==> config.mk <==
export PLATFORM = sky130hd
export DESIGN_NAME = pokey_bus_master
export DESIGN_NICKNAME = d
export VERILOG_FILES = /design/src/rtl/pokey_bus_master.sv
export SDC_FILE = /design/constraint.sdc
export NUM_CORES = 1
export LEC_CHECK = 0
export CORE_MARGIN = 2
export CORE_UTILIZATION = 45
export CTS_BUF_LIST = sky130_fd_sc_hd__clkbuf_2
export CTS_CLUSTER_DIAMETER = 100
export DETAILED_ROUTE_END_ITERATION = 8
export GPL_TIMING_DRIVEN = 1
export HOLD_SLACK_MARGIN = 0.15
export PLACE_DENSITY = 0.71
export RECOVER_POWER = 100
export SLEW_MARGIN = 5
export SYNTH_ARGS = -nofsm -noshare
export SYNTH_HDL_FRONTEND = slang
export SYNTH_SLANG_ARGS = --single-unit
==> constraint.sdc <==
create_clock -name clk -period 6.1 [get_ports clk]
set_clock_uncertainty 0.2 [all_clocks]
set_input_delay 0.915 -clock clk [delete_from_list [all_inputs] [get_ports clk]]
set_output_delay 0.915 -clock clk [all_outputs]
set_load 0.005 [all_outputs]
==> src/rtl/pokey_bus_master.sv <==
// pokey_bus_master: bus initiator for the sound POKEY pair.
// Queues register read/write requests from a local sequencer and replays each one as a
// timed CPU-style I/O cycle (setup, CIOn strobe, hold) on BA/CIOn/BRWn/BD. Read data is
// captured from pokey_to_cpu at the end of the strobe and returned with a one-clock pulse.
// Optional feature: define POKEY_TXN_COUNT_EN to count completed transactions on txn_count;
// otherwise txn_count is tied to zero.
module pokey_bus_master #(
  parameter logic [15:0] IO_BASE    = 16'h9C00,  // bits [9:0] must be zero
  parameter int unsigned FIFO_DEPTH = 4,         // power of two, 2..16
  parameter int unsigned SETUP_CYC  = 1,         // 1..15
  parameter int unsigned STROBE_CYC = 2,         // 1..15
  parameter int unsigned HOLD_CYC   = 1          // 0..15
) (
  input  logic        clk,
  input  logic        reset_n,
  input  logic        req_valid,
  output logic        req_ready,
  input  logic        req_we,
  input  logic        req_chip,
  input  logic [3:0]  req_addr,
  input  logic [7:0]  req_data,
  input  logic [7:0]  pokey_to_cpu,
  output logic [15:0] BA,
  output logic        CIOn,
  output logic        BRWn,
  output logic [7:0]  BD,
  output logic        rd_valid,
  output logic [7:0]  rd_data,
  output logic        busy,
  output logic [15:0] txn_count
);

  localparam int unsigned AW = $clog2(FIFO_DEPTH);
  localparam int unsigned PW = AW + 1;

  typedef struct packed {
    logic       we;
    logic       chip;
    logic [3:0] addr;
    logic [7:0] data;
  } req_t;

  typedef enum logic [1:0] {
    StIdle,
    StSetup,
    StStrobe,
    StHold
  } state_e;

  // Request queue; the extra pointer bit separates full from empty.
  req_t          fifo_mem [FIFO_DEPTH];
  logic [PW-1:0] wr_ptr;
  logic [PW-1:0] rd_ptr;
  logic          fifo_empty;
  logic          fifo_full;
  logic          push;
  logic          pop;
  req_t          head;

  state_e        state;
  logic [3:0]    phase;
  logic          cyc_we;

  assign fifo_empty = (wr_ptr == rd_ptr);
  assign fifo_full  = (wr_ptr[PW-1] != rd_ptr[PW-1]) &&
                      (wr_ptr[AW-1:0] == rd_ptr[AW-1:0]);
  assign req_ready  = ~fifo_full;
  assign push       = req_valid & req_ready;
  assign pop        = (state == StIdle) & ~fifo_empty;
  assign head       = fifo_mem[rd_ptr[AW-1:0]];
  assign busy       = ~fifo_empty | (state != StIdle);

  // Queue storage; contents are don't-care until written, so no reset.
  always_ff @(posedge clk) begin
    if (push) begin
      fifo_mem[wr_ptr[AW-1:0]] <= {req_we, req_chip, req_addr, req_data};
    end
  end

  // Queue pointers; reset flushes any pending requests.
  always_ff @(posedge clk or negedge reset_n) begin
    if (!reset_n) begin
      wr_ptr <= '0;
      rd_ptr <= '0;
    end else begin
      if (push) wr_ptr <= wr_ptr + PW'(1);
      if (pop)  rd_ptr <= rd_ptr + PW'(1);
    end
  end

  // Bus cycle sequencer; every bus-facing output is registered here.
  always_ff @(posedge clk or negedge reset_n) begin
    if (!reset_n) begin
      state    <= StIdle;
      phase    <= '0;
      cyc_we   <= 1'b0;
      BA       <= IO_BASE;
      CIOn     <= 1'b1;
      BRWn     <= 1'b1;
      BD       <= '0;
      rd_valid <= 1'b0;
      rd_data  <= '0;
    end else begin
      rd_valid <= 1'b0;
      case (state)
        StIdle: begin
          if (pop) begin
            BA     <= IO_BASE | {6'b0, head.chip, 5'b0, head.addr};
            BRWn   <= ~head.we;
            // Reads leave BD at its previous value.
            if (head.we) BD <= head.data;
            cyc_we <= head.we;
            phase  <= 4'(SETUP_CYC - 1);
            state  <= StSetup;
          end
        end
        StSetup: begin
          if (phase == '0) begin
            phase <= 4'(STROBE_CYC - 1);
            CIOn  <= 1'b0;
            state <= StStrobe;
          end else begin
            phase <= phase - 4'd1;
          end
        end
        StStrobe: begin
          if (phase == '0) begin
            CIOn <= 1'b1;
            if (!cyc_we) begin
              rd_data  <= pokey_to_cpu;
              rd_valid <= 1'b1;
            end
            if (HOLD_CYC != 0) begin
              phase <= 4'(HOLD_CYC - 1);
              state <= StHold;
            end else begin
              BRWn  <= 1'b1;
              state <= StIdle;
            end
          end else begin
            phase <= phase - 4'd1;
          end
        end
        StHold: begin
          if (phase == '0) begin
            BRWn  <= 1'b1;
            state <= StIdle;
          end else begin
            phase <= phase - 4'd1;
          end
        end
        default: state <= StIdle;
      endcase
    end
  end

`ifdef POKEY_TXN_COUNT_EN
  logic        txn_done;
  logic [15:0] txn_q;

  // A transaction completes on the clock the sequencer returns to idle.
  assign txn_done = (phase == '0) &&
                    ((state == StHold) || ((state == StStrobe) && (HOLD_CYC == 0)));

  // Completed-transaction counter, wraps modulo 2^16.
  always_ff @(posedge clk or negedge reset_n) begin
    if (!reset_n) begin
      txn_q <= '0;
    end else if (txn_done) begin
      txn_q <= txn_q + 16'd1;
    end
  end

  assign txn_count = txn_q;
`else
  assign txn_count = 16'h0000;
`endif

endmodule
==> metrics.csv <==
stage,metric,value,unit
sta,drv_slew,38,
power,ir_drop,196.8,uV
logic_synthesis,yosys_register_bits,93,
cts,path_clk_slew,260,ps
global_route,grt_overflow_total,0,
cts,tritoncts,built,
logic_synthesis,ys_seq_area_share,64.84,%
routing,wl_per_cell,16.10,um
sta,layout_setup_ws,2146,ps
status,status,"complete, but fails checks",
logic_synthesis,ys.flop_type,edfxtp_1,
sta,hold_violations,0,
sta,rsz0062_at_grt,false,
logic_synthesis,synth_area_leader_cell,edfxtp_1,
setup_path,r2r_start,rd_ptr[1],
floorplan,design.core.area,8678,sq um
sta,worstMarginPinSlew,2143,ps
setup_path,cp-start-kind,flop,
setup_path,worst-path-max-fanout,17,
logic_synthesis,synth.most_common_cell,edfxtp_1,
final_layout,nets,341,
sta,max_slew_margin,-42.88,%
sta,fin_tns_setup,0,ps
global_route,grt_pass1_wl,10830,um
routing,vias_per_cell,5.033,
setup_path,ff2ff_setup_slack,2750,ps
routing,drt_iter0_markers,95,
run,maxCapViolCount,1,
logic_synthesis,synth_top_area_share,41.78,%
routing,finalWirelength,6730,um
worst_hold_path,holdCritPathClass,reg2reg,
floorplan,die_y,98.58,um
setup_path,end_kind,output pin,
power,leakage,1.775,nW
power,finalPower,2.151,mW
setup_path,path_cells,"xnor2_1, and4_1, inv_1, dlygate4sd3_1",
setup_path,reg2reg_to,BD[2],
routing,postRouteAntennaNets,0,
setup_path,reg2regPathDepth,4,
placement,io_buffers,50,
cts,cts_root_buf,clkbuf_2,
cts,cts_sinks,93,
power,power-per-cell-area,468.6,nW/um^2
setup_path,critPathTopFamily,flip-flops,
logic_synthesis,syn_avg_cell_area,15.97,sq um
routing,vias,2104,
setup_path,crit_cells,4,
placement,gp_congestion,0.7745,
global_route,antenna_found_initial,0,
setup_path,arrival,2840,ps
final_layout,final_cells,418,
final_layout,num_antenna_cells,0,
cts,clockBufferDepth,2,
setup_path,critPathMaxStageDelay,720,ps
global_route,gr-usage-all-layers,14.83,%
logic_synthesis,syn_area,4025,sq um
logic_synthesis,synth_common_cells,"edfxtp_1, dfrtp_1, buf_4, mux2_2, mux4_2",
global_route,grt_max_degree,38,
setup_path,path_buf_inv,2,
worst_hold_path,hp-start,cyc_we,
floorplan,die_x,98.58,um
floorplan,initial_core_util,46.38,%
logic_synthesis,ys_warn_count,0,
floorplan,io_pins,78,
sta,finalSetupViolations,0,
setup_path,critPathSlowestCell,dfrtp_1,
sta,fmax,0.2529,GHz
logic_synthesis,yosys-top-cells-area,"edfxtp_1, dfrtp_1, mux4_2",
routing,drc,0,
cts,cts_max_level,3,
logic_synthesis,synth_cell_types,42,
sta,min_period_over_period,64.82,%
placement,place_ws,2877,ps
cts,numCtsBuffers,9,
floorplan,rows,34,
final_layout,area_delta_synth_final,14.02,%
worst_hold_path,whs_path_depth,2,
sta,post-route-min-period,3954,ps
routing,first_pass_iters,4,
status,violations,"max-capacitance violations, max-slew violations",
setup_path,crit_type,reg2out,
placement,numPlacedInstances,402,
global_route,first_global_vias,2032,
final_layout,drive_above_1_share,17.74,%
logic_synthesis,synth-edff-count,56,
cts,cts_hold_buf,0,
cts,cts_resized,0,
worst_hold_path,worstHoldEndpoint,cyc_we,
floorplan,die-area,9717,sq um
logic_synthesis,synth_cells,252,
cts,clock_latency,550,ps
setup_path,critPathRequiredTime,4980,ps
cts,cts_post_setup_buffers_inserted,0,
logic_synthesis,async_reset_ff_share,39.78,%
placement,hpwl,4428,um
how the worst max path moves through the flow:
stage	from	end	slack [ps]
2_1_floorplan	state[0]	busy	3750
3_3_place_gp	rd_ptr[1]	busy	2970
3_5_place_dp	req_valid	fifo_mem[3][5]	2880
4_1_cts	rd_ptr[1]	busy	2280
5_1_grt	rd_ptr[1]	busy	1890
6_report	rd_ptr[1]	busy	2150
worst register-to-register path, stage by stage, from the launching register on:
cell,delay (ps)
dfrtp_1,880
xnor2_1,300
a31oi_1,830
nand2_1,610
mux2_2,450
placed cells by master (no fill, tap or decap), drive strengths merged, types with 9 or more instances in the layout:
master / synthesis / routed
clkdlybuf4s50: 0 / 11
inv: 11 / 16
nand2: 13 / 13
ha: 11 / 11
conb: 2 / 27
nor2: 9 / 9
dfrtp: 35 / 35
mux4: 14 / 14
dlygate4sd3: 0 / 38
edfxtp: 56 / 56
mux2: 21 / 21
clkbuf: 3 / 10
metal layers:
metal  vias to the layer above  track usage [%]  part of all wire (%)
met1                      1034            19.16                    44
met2                        93            24.02                    48
li1                        970                -                     -
met3                         7            5.887                   7.4
met4                         0            3.161                  0.80
met5                         -                0                     0
cells by family (layout without fill, tap and decap cells):
group                    Yosys count  after routing  synth area share (%)
AO/OA/AOI/OAI                     20             20                 3.700
XOR/XNOR                           8              8                 2.114
adder cells (fa/ha/maj)           11             11                 3.419
buffers and inverters             45             78                 7.087
flip-flops                        93             93                 64.84
multiplexers                      35             35                 13.71
other                              2             27                0.1866
AND/OR/NAND/NOR                   38             38                 4.942
through the flow:
stage / instance area [sq um] / utilization [%] / hold slack, ps
2_1_floorplan: 4119 / - / 240.3
3_3_place_gp: 4513 / 52.00 / 274.3
3_5_place_dp: 4513 / 52.00 / 268.9
4_1_cts: 4621 / 53.24 / 206.9
5_1_grt: 4589 / 52.88 / 349.8
6_report: 4589 / 52.88 / 323.2
flip-flops by register name, indices dropped and copies added, names as in the netlist, 2 cells and up:
name / flops
BD: 8
state: 2
phase: 4
rd_ptr: 3
wr_ptr: 3
rd_data: 8
BA: 5
fifo_mem: 56
cell type report:
cell class / instances / area (sq um)
Clock inverter: 7 / 62.56
Tap cell: 108 / 135.1
Clock buffer: 9 / 45.04
Sequential cell: 93 / 2610
Fill cell: 728 / 4089
Inverter: 11 / 41.29
Timing Repair Buffer: 51 / 501.7
Multi-Input combinational cell: 139 / 1194
report_power, final:
part,internal (mW),switching [mW]
Clock,0.0650,0.219
Sequential,0.888,0.110
Combinational,0.461,0.408
Note: power is estimated with default switching activity, not from simulation.
